--- config.mk ---
export PLATFORM = sky130hd
export DESIGN_NAME = mix_cols_seq
export DESIGN_NICKNAME = d
export VERILOG_FILES = /design/src/rtl/aes_pkg.sv /design/src/rtl/mix_col_word.sv /design/src/rtl/mix_cols_seq.sv
export SDC_FILE = /design/constraint.sdc
export NUM_CORES = 1
export LEC_CHECK = 0
export CAP_MARGIN = 20
export CORE_MARGIN = 10
export CORE_UTILIZATION = 51
export CTS_BUF_LIST = sky130_fd_sc_hd__clkbuf_8
export DETAILED_ROUTE_END_ITERATION = 8
export DONT_BUFFER_PORTS = 1
export PLACE_DENSITY = 0.66
export SYNTH_ARGS = -nofsm -noshare
export SYNTH_HDL_FRONTEND = slang
export SYNTH_SLANG_ARGS = --single-unit
--- constraint.sdc ---
create_clock -name clk -period 6.71 [get_ports clk]
set_input_delay 1.342 -clock clk [delete_from_list [all_inputs] [get_ports clk]]
set_output_delay 1.342 -clock clk [all_outputs]
set_load 0.01 [all_outputs]
--- src/rtl/aes_pkg.sv ---
// Shared AES constants, MixColumns FSM state encoding and GF(2^8) helpers.
// Polynomial 0x11b. Used by mix_cols_seq and mix_col_word.
package aes_pkg;

    localparam int AES_STATE_W = 128;
    localparam int AES_COL_W   = 32;

    typedef enum logic [1:0] {
        IDLE = 2'd0,
        RUN  = 2'd1,
        DONE = 2'd2
    } fsm_state_e;

    function automatic logic [7:0] xtime(input logic [7:0] b);
        return {b[6:0], 1'b0} ^ (b[7] ? 8'h1b : 8'h00);
    endfunction

    function automatic logic [7:0] mul4(input logic [7:0] b);
        return xtime(xtime(b));
    endfunction

endpackage

--- src/rtl/mix_col_word.sv ---
// Combinational MixColumns transform of one 32-bit column (row 0 in [31:24]).
// The InvMixColumns pre-transform is only built with AES_INV_MIX_EN defined.
module mix_col_word
    import aes_pkg::*;
(
    input  logic                 inv,
    input  logic [AES_COL_W-1:0] col_in,
    output logic [AES_COL_W-1:0] col_out
);

    logic [7:0] a0, a1, a2, a3, t;

`ifdef AES_INV_MIX_EN
    logic [7:0] u, v;

    // Inverse = forward transform applied after folding 4*(a0^a2) / 4*(a1^a3) in.
    always_comb begin
        u  = mul4(col_in[31:24] ^ col_in[15:8]);
        v  = mul4(col_in[23:16] ^ col_in[7:0]);
        a0 = col_in[31:24];
        a1 = col_in[23:16];
        a2 = col_in[15:8];
        a3 = col_in[7:0];
        if (inv) begin
            a0 = col_in[31:24] ^ u;
            a1 = col_in[23:16] ^ v;
            a2 = col_in[15:8]  ^ u;
            a3 = col_in[7:0]   ^ v;
        end
    end
`else
    logic unused_inv;
    assign unused_inv       = inv;
    assign {a0, a1, a2, a3} = col_in;
`endif

    assign t       = a0 ^ a1 ^ a2 ^ a3;
    assign col_out = {a0 ^ t ^ xtime(a0 ^ a1),
                      a1 ^ t ^ xtime(a1 ^ a2),
                      a2 ^ t ^ xtime(a2 ^ a3),
                      a3 ^ t ^ xtime(a3 ^ a0)};

endmodule

--- src/rtl/mix_cols_seq.sv ---
// Handshaked AES MixColumns unit, COLS_PER_CYC columns per clock, with final-round bypass.
// Optional InvMixColumns support is enabled by defining AES_INV_MIX_EN.
module mix_cols_seq
    import aes_pkg::*;
#(
    parameter int COLS_PER_CYC = 1
) (
    input  logic                   clk,
    input  logic                   rst_n,
    input  logic                   in_valid,
    output logic                   in_ready,
    input  logic [AES_STATE_W-1:0] state_in,
    input  logic                   bypass,
    input  logic                   inv,
    output logic                   out_valid,
    input  logic                   out_ready,
    output logic [AES_STATE_W-1:0] state_out,
    output logic                   busy
);

    localparam int         N        = 4 / COLS_PER_CYC;
    localparam logic [1:0] CNT_STEP = 2'(COLS_PER_CYC);
    localparam logic [1:0] CNT_LAST = 2'(4 - COLS_PER_CYC);

    if (!(COLS_PER_CYC == 1 || COLS_PER_CYC == 2 || COLS_PER_CYC == 4)) begin : g_bad_cols
        $error("mix_cols_seq: COLS_PER_CYC must be 1, 2 or 4 (N=%0d)", N);
    end

    fsm_state_e             state_q, state_d;
    logic [1:0]             col_cnt_q, col_cnt_d;
    logic [AES_STATE_W-1:0] work_q, work_d;
    logic [AES_STATE_W-1:0] state_out_q, state_out_d;
    logic                   out_valid_q, out_valid_d;
    logic                   bypass_q, bypass_d;
    logic                   inv_q, inv_d;
    logic                   inv_sel;
    logic                   accept;

`ifdef AES_INV_MIX_EN
    assign inv_sel = inv;
`else
    logic unused_inv_in;
    assign unused_inv_in = inv;
    assign inv_sel       = 1'b0;
`endif

    logic [1:0]           sel      [COLS_PER_CYC];
    logic [AES_COL_W-1:0] word_in  [COLS_PER_CYC];
    logic [AES_COL_W-1:0] word_out [COLS_PER_CYC];

    // Multiplier g works on column col_cnt+g of the captured state.
    for (genvar g = 0; g < COLS_PER_CYC; g++) begin : g_col
        assign sel[g]     = col_cnt_q + 2'(g);
        assign word_in[g] = work_q[{sel[g], 5'b0} +: AES_COL_W];

        mix_col_word u_word (
            .inv     (inv_q),
            .col_in  (word_in[g]),
            .col_out (word_out[g])
        );
    end

    assign in_ready  = (state_q == IDLE) || (state_q == DONE && out_ready);
    assign accept    = in_valid && in_ready;
    assign out_valid = out_valid_q;
    assign state_out = state_out_q;
    assign busy      = (state_q == RUN) || (state_q == DONE);

    always_comb begin
        state_d     = state_q;
        col_cnt_d   = col_cnt_q;
        work_d      = work_q;
        state_out_d = state_out_q;
        out_valid_d = out_valid_q;
        bypass_d    = bypass_q;
        inv_d       = inv_q;

        case (state_q)
            IDLE: ;
            RUN: begin
                if (!bypass_q) begin
                    for (int g = 0; g < COLS_PER_CYC; g++) begin
                        state_out_d[{sel[g], 5'b0} +: AES_COL_W] = word_out[g];
                    end
                    col_cnt_d = col_cnt_q + CNT_STEP;
                    if (col_cnt_q == CNT_LAST) begin
                        col_cnt_d   = 2'd0;
                        state_d     = DONE;
                        out_valid_d = 1'b1;
                    end
                end
            end
            DONE: begin
                if (out_ready) begin
                    state_d     = IDLE;
                    out_valid_d = 1'b0;
                end
            end
            default: state_d = IDLE;
        endcase

        // A new accept overrides the DONE->IDLE retirement in the same cycle.
        if (accept) begin
            work_d    = state_in;
            bypass_d  = bypass;
            inv_d     = inv_sel;
            col_cnt_d = 2'd0;
            if (bypass) begin
                state_d     = DONE;
                state_out_d = state_in;
                out_valid_d = 1'b1;
            end else begin
                state_d     = RUN;
                out_valid_d = 1'b0;
            end
        end
    end

    always_ff @(posedge clk) begin
        if (!rst_n) begin
            state_q     <= IDLE;
            col_cnt_q   <= 2'd0;
            work_q      <= '0;
            state_out_q <= '0;
            out_valid_q <= 1'b0;
            bypass_q    <= 1'b0;
            inv_q       <= 1'b0;
        end else begin
            state_q     <= state_d;
            col_cnt_q   <= col_cnt_d;
            work_q      <= work_d;
            state_out_q <= state_out_d;
            out_valid_q <= out_valid_d;
            bypass_q    <= bypass_d;
            inv_q       <= inv_d;
        end
    end

endmodule

-- Word level (Yosys, flattened, before mapping)
Index checks and enable logic that the tools add are counted.
- bits of input ports: 134
- output and inout port bits: 131
- register bits: 262
- reduce and logical (&&, ||, !) cells: 10
- equality and inequality tests: 7
- add/sub/neg operators: 2
- bitwise logic cells: 20
- shift operators: 3
- muxes and demuxes: 22
- operators with widths (cell ; number):
    128-bit 2-to-1 mux ; 4
    8-bit XOR ; 18
    128-bit bitwise mux ; 1
    32-bit by 9-bit variable shift with 128-bit output (first input constant) ; 1
    128-bit by 8-bit indexed part select with 32-bit output ; 1
    32-bit by 9-bit indexed part select with 128-bit output ; 1
    5-bit 2-to-1 mux ; 4
    2-bit 2-to-1 mux ; 6
    7-bit negation with 9-bit output ; 1
    4-bit AND reduction ; 2
    3-bit inequality test (second input constant) ; 2
    2-bit case mux with 3 select lines ; 1
    1-bit 2-to-1 mux ; 5
    2-bit == test (second input constant) ; 2
    3-bit by 2-bit inequality test with 1-bit output (second input constant) ; 1
    3-bit nonzero test ; 1
    2-bit by 1-bit adder with 2-bit output (second input constant) ; 1
    2-bit by 1-bit == test with 1-bit output (second input constant) ; 1
    1-bit logical AND ; 2
    2-bit zero test ; 1
    1-bit logical OR ; 2
    2-bit inequality test (second input constant) ; 1
    1-bit inverter ; 2
    1-bit case mux with 2 select lines ; 1
    other kinds (2) ; 2

-- Longest topological paths before layout
- depth after elaboration: 12
- gate-level depth with buffers: 12

-- By module
Synthesis repeated with hierarchy kept, for this count alone.
- cells, all modules: 1318
- area total of the unflattened synthesis: 12275.5 µm²
- by module, submodules not included (module ; area each (µm²) ; times used ; cells each):
    mix_cols_seq ; 10926.7 ; 1 ; 1241
    mix_col_word ; 1348.8 ; 1 ; 77

-- Worst setup path after synthesis
Ideal clock, no wire load.
- path type: input-to-output
- start point: in out_ready
- end point: out in_ready
- slack: 3804 ps
- arrival time: 1564 ps
- stages on the path: 1
- buffers on the path: 0
- cells stage by stage: a21o_1
- word-level cells in the longest chain between the ends: 2
- ends and longest elaborated chain (element ; line ; source):
    start: declaration ; mix_cols_seq.sv:16 ; input logic out_ready,
    1-bit logical AND ; mix_cols_seq.sv:63 ; assign in_ready = (state_q == IDLE) || (state_q == DONE && out_ready);
    1-bit logical OR ; mix_cols_seq.sv:63 ;
    end: declaration ; mix_cols_seq.sv:11 ; output logic in_ready,
Every way passes these cells.

-- Worst setup path after layout
- start point: reg col_cnt_q[0]
- end point: reg state_out_q[106] (netlist: state_out[106])
- word-level cells in the longest chain between the ends: 12
- elaborated cells on any way between the ends: 31
- those cells by class: add/sub: 1; shift: 3; mux: 9; bitwise: 18
- ends and longest elaborated chain (element ; line ; source):
    start: declaration ; mix_cols_seq.sv:30 ; logic [1:0] col_cnt_q, col_cnt_d;
    start signal: assignment ; mix_cols_seq.sv:130 ; col_cnt_q <= col_cnt_d;
    128-bit by 8-bit indexed part select with 32-bit output ; mix_cols_seq.sv:54 ; assign word_in[g] = work_q[{sel[g], 5'b0} +: AES_COL_W];
    8-bit XOR ; mix_col_word.sv:37, mix_col_word.sv:38 ;
    8-bit XOR (2 in series) ; mix_col_word.sv:37 ; assign t = a0 ^ a1 ^ a2 ^ a3;
    8-bit XOR, on equally long branches (2 in series) ; n/a ;
    32-bit by 9-bit indexed part select with 128-bit output ; mix_cols_seq.sv:83 ; state_out_d[{sel[g], 5'b0} +: AES_COL_W] = word_out[g];
    128-bit bitwise mux * ; mix_cols_seq.sv:83 ;
    128-bit 2-to-1 mux * ; mix_cols_seq.sv:81 ; if (!bypass_q) begin
    128-bit 2-to-1 mux * ; mix_cols_seq.sv:78 ; case (state_q)
    128-bit 2-to-1 mux ; mix_cols_seq.sv:108 ; if (bypass) begin
    128-bit 2-to-1 mux * ; mix_cols_seq.sv:103 ; if (accept) begin
    end signal: assignment ; mix_cols_seq.sv:132 ; state_out_q <= state_out_d;
    end: declaration ; mix_cols_seq.sv:32 ; logic [AES_STATE_W-1:0] state_out_q, state_out_d;
Mark *: on every way between the ends. The rest lies on a longest branch, timed or not.
A chain may end at the register's enable or synchronous reset.

==> summary.txt <==
Final layout
  • Core Util, Final: 0.559
  • Final net count: 1413
  • Diode count: 0
  • Commonest non-fill, non-tap cells in the layout: 269 x nand2_1, 260 x dfxtp_1, 185 x a21oi_1
  • Most common cell after layout, fill and taps aside: nand2_1
  • Fill cell count: 2174
  • Layout cell share with drive strength beyond 1: 0.0998
  • Layout overhead on the synthesized area: 7.23%

Place
  • Final Wtd Congestion: 0.811
  • PortBufs: 0
  • Post-DP HPWL: 27200 um

Setup path
  • Crit path kind: reg -> reg
  • CP max FO: 27
  • CP Capture Type: flop
  • Critical Path AT: around 4.0 ns
  • Delay-heaviest family, CP: simple AND/OR/NAND/NOR gates
  • Critical path buffers and inverters: 2
  • CP Launch Point: col_cnt_q[0]$_SDFFE_PP0P_
  • CP Launch Type: flop
  • CP max stage delay: 0.93 ns
  • Critical Path, Cell by Cell: buf_4, inv_1, ha_1, nor2b_1, and3_1, and2_1, a221oi_1, nor2_1
  • R2R Path Start: col_cnt_q[0]$_SDFFE_PP0P_
  • CP required: 7.19 ns
  • Worst R2R End: state_out[106]$_SDFF_PN0_
  • Critical path's slowest cell: and2_1
  • Flop-to-flop setup slack: between 3 and 4 ns
  • Path depth of the worst reg2reg path: 8

Logic synthesis
  • Syn Std Cell Area: ~12000 um^2
  • Synth Area in Adders: 0.0102
  • Syn Inst Count: 1325
  • Register area share after synthesis: 0.428
  • Syn Nets: 1469
  • Mux contribution to synthesized area: 0.0599
  • Complex-gate fraction of the synthesized area: 0.223
  • Syn Area/Cell: 9.26 um^2
  • Async SR Flop Fraction: 0
  • Post-Synth Simple-Gate Area: 0.125
  • Main combinational cell family by area after synthesis: compound AO/OA/AOI/OAI gates
  • FF+latch count, synth: 262
  • YS warnings: 0
  • Most used DFF post-synth: dfxtp_1
  • Post-synth EDFFs: 0
  • Area share of xor/xnor cells in the synthesized design: 0.110
  • Synth unique cells: 48

STA
  • Post-route clock period utilization: 0.519
  • Final TNS setup: 0 ns
  • Worst Skew: 0.0223 ns
  • Fin. max-slew vios: 0
  • Worst-Margin Slew: 1.15 ns
  • Final worst path period need: 3.48 ns
  • Fmax: ~290 MHz
  • Fin. Hold Viols: 0
  • Setup violators final: 0
  • RSZ-0062 raised after global routing: false
  • Worst slew margin: 0.231

Route
  • Met2 wire len: 18100 um
  • Vias post-DR: 10100
  • First-pass DRT Iterations: 5
  • Initial DRC count: 964
  • ANT nets after route: 0
  • Max Used Layer: met4
  • WL met3: between 4000 and 5000 um
  • Post-route DRC violation count: 0
  • Drt wl/cell: roughly 24 um
  • Post-DR vias/cell: 6.23
  • Routed wire length: a little under 40000 um
  • Wl on met1: 15700 um

Clocking
  • CTS Hold Bufs: 0
  • CTS root buf: clkbuf_8
  • CTS tree: built
  • CTS sink count: 262
  • H-tree levels: 2
  • Post-CTS Setup Inserts: 0
  • Post-cts repair resize count: 0
  • Inserted Clock Buffers: 44
  • Clk slew on worst S/H paths: 0.06 ns
  • Clock insertion delay at the later pin of the skew report: around 0.56 ns
  • Clock buffer depth: 3

Pwr
  • Switching portion of total power: 0.324
  • IR drop worst, VDD: between 0.0002 and 0.0003 V
  • P_sw: 0.00137 W
  • Internal power: 0.00287 W
  • Static leakage: 5.18 nW
  • Comb pwr share: 0.237
  • Clock Power Share: 0.325
  • Power Density: 322 nW/um^2
  • Seq pwr share: 0.438

Min path
  • Hold Path Class: reg -> reg
  • Hold_sp: work_q[84]$_SDFFE_PN0P_
  • Min-Delay Endpoint: work_q[84]$_SDFFE_PN0P_
  • WHS Path Cells: 2

Global routing
  • Largest net degree at the start of global routing: between 100 and 150
  • Global-route wire length before repair: roughly 59000 um
  • Global route total overflow: 0
  • Number of global-route vias before repair: slightly below 10000
  • Initial antenna violation count: 0
  • GRT Total Usage: 0.247

Flow run
  • Maxcap violations: 0

Floorplan
  • IO Pins: 265
  • Initial core utilization: 0.521
  • Rows: 56
  • Die height: 175 um
  • DIE WIDTH: approximately 180 um
  • Core Box Area: about 24000 um^2
  • Die area: 30700 um^2

Outcome
  • Status: completed
[tightest hold or removal path, cell delays in order, from the launching register on]
cell and delay (ns):
dfxtp_1 0.31, nand2_1 0.05, a21oi_1 0.05
[cells by family (layout without fill, tap and decap cells)]
logic type	Yosys count	in the layout
xor+xnor	70	70
fa+ha+maj	10	10
flops	262	262
mux	33	33
simple gates	388	388
buf+inv	122	99
compound gates	440	440
[area by class of cell]
cell class / count / area, um^2 / share of cell area
clock inverters: 24 / 104 / 0.00789
clock buffers: 55 / 757 / 0.0575
inverters: 6 / 25.0 / 0.00190
repair buffers: 14 / 105 / 0.00799
multi-input cells: 941 / 6520 / 0.495
flip-flops and latches: 262 / 5250 / 0.399
well taps: 319 / 399 / 0.0303
[flip-flops by register name, summed over array words and instances, names as in the netlist]
register and count:
bypass_q 1, state_q 2, out_valid 1, work_q 128, col_cnt_q 2, state_out 128
[Yosys cell counts (4+ instances only)]
cell,instances,area share
xnor3_1,42,0.077
xnor2_1,7,0.0050
xor2_1,6,0.0043
nand2b_1,4,0.0020
dfxtp_1,262,0.43
nand2_1,270,0.083
a21oi_1,185,0.075
ha_1,10,0.010
o21ai_0,106,0.043
xnor2_2,8,0.011
mux4_2,31,0.057
o21ai_1,20,0.0082
o211a_1,27,0.022
a221oi_1,74,0.053
clkbuf_1,106,0.032
nor2b_1,5,0.0025
inv_1,5,0.0015
nor3_1,5,0.0020
a2bb2oi_1,16,0.011
a221oi_2,4,0.0049
nor2_1,90,0.028
[power by group through the flow]
stage | registers [W] | logic, W | clock network (W)
after floorplan | 0.00185 | 0.000765 | 0
after global placement | 0.00189 | 0.000984 | 0
after detailed placement | 0.00189 | 0.000998 | 0
after CTS | 0.00186 | 0.00100 | 0.00140
after global routing | 0.00188 | 0.00109 | 0.00147
final | 0.00186 | 0.00100 | 0.00138
[metrics by stage]
step / area (um^2) / setup slack [ns] / total power (W) / hold slack (ns) / instances
after floorplan: 12300 / 3.80 / 0.00261 / 0.432 / 1325
after global placement: 12300 / 3.05 / 0.00287 / 0.439 / 1542
after detailed placement: 12300 / 3.04 / 0.00289 / 0.444 / 1542
after CTS: 13200 / 3.20 / 0.00426 / 0.452 / 1621
after global routing: 13200 / 2.95 / 0.00443 / 0.469 / 1621
final: 13200 / 3.23 / 0.00424 / 0.451 / 1621
[metal layers]
metal	up-vias	GRT usage
met4	0	0.0894
met2	515	0.384
met1	4875	0.308
met5	-	0
li1	4626	-
met3	77	0.0899
[how the worst max path moves through the flow]
stage | end | slack [ns] | depth (start not counted)
final | state_out[106]$_SDFF_PN0_ | 3.23 | 8
after global routing | state_out[106]$_SDFF_PN0_ | 2.95 | 8
after CTS | state_out[125]$_SDFF_PN0_ | 3.20 | 8
after detailed placement | state_out[60]$_SDFF_PN0_ | 3.04 | 6
after global placement | state_out[60]$_SDFF_PN0_ | 3.05 | 6
after floorplan | in_ready | 3.80 | 1
No activity file was read; power rests on OpenSTA's default activity.
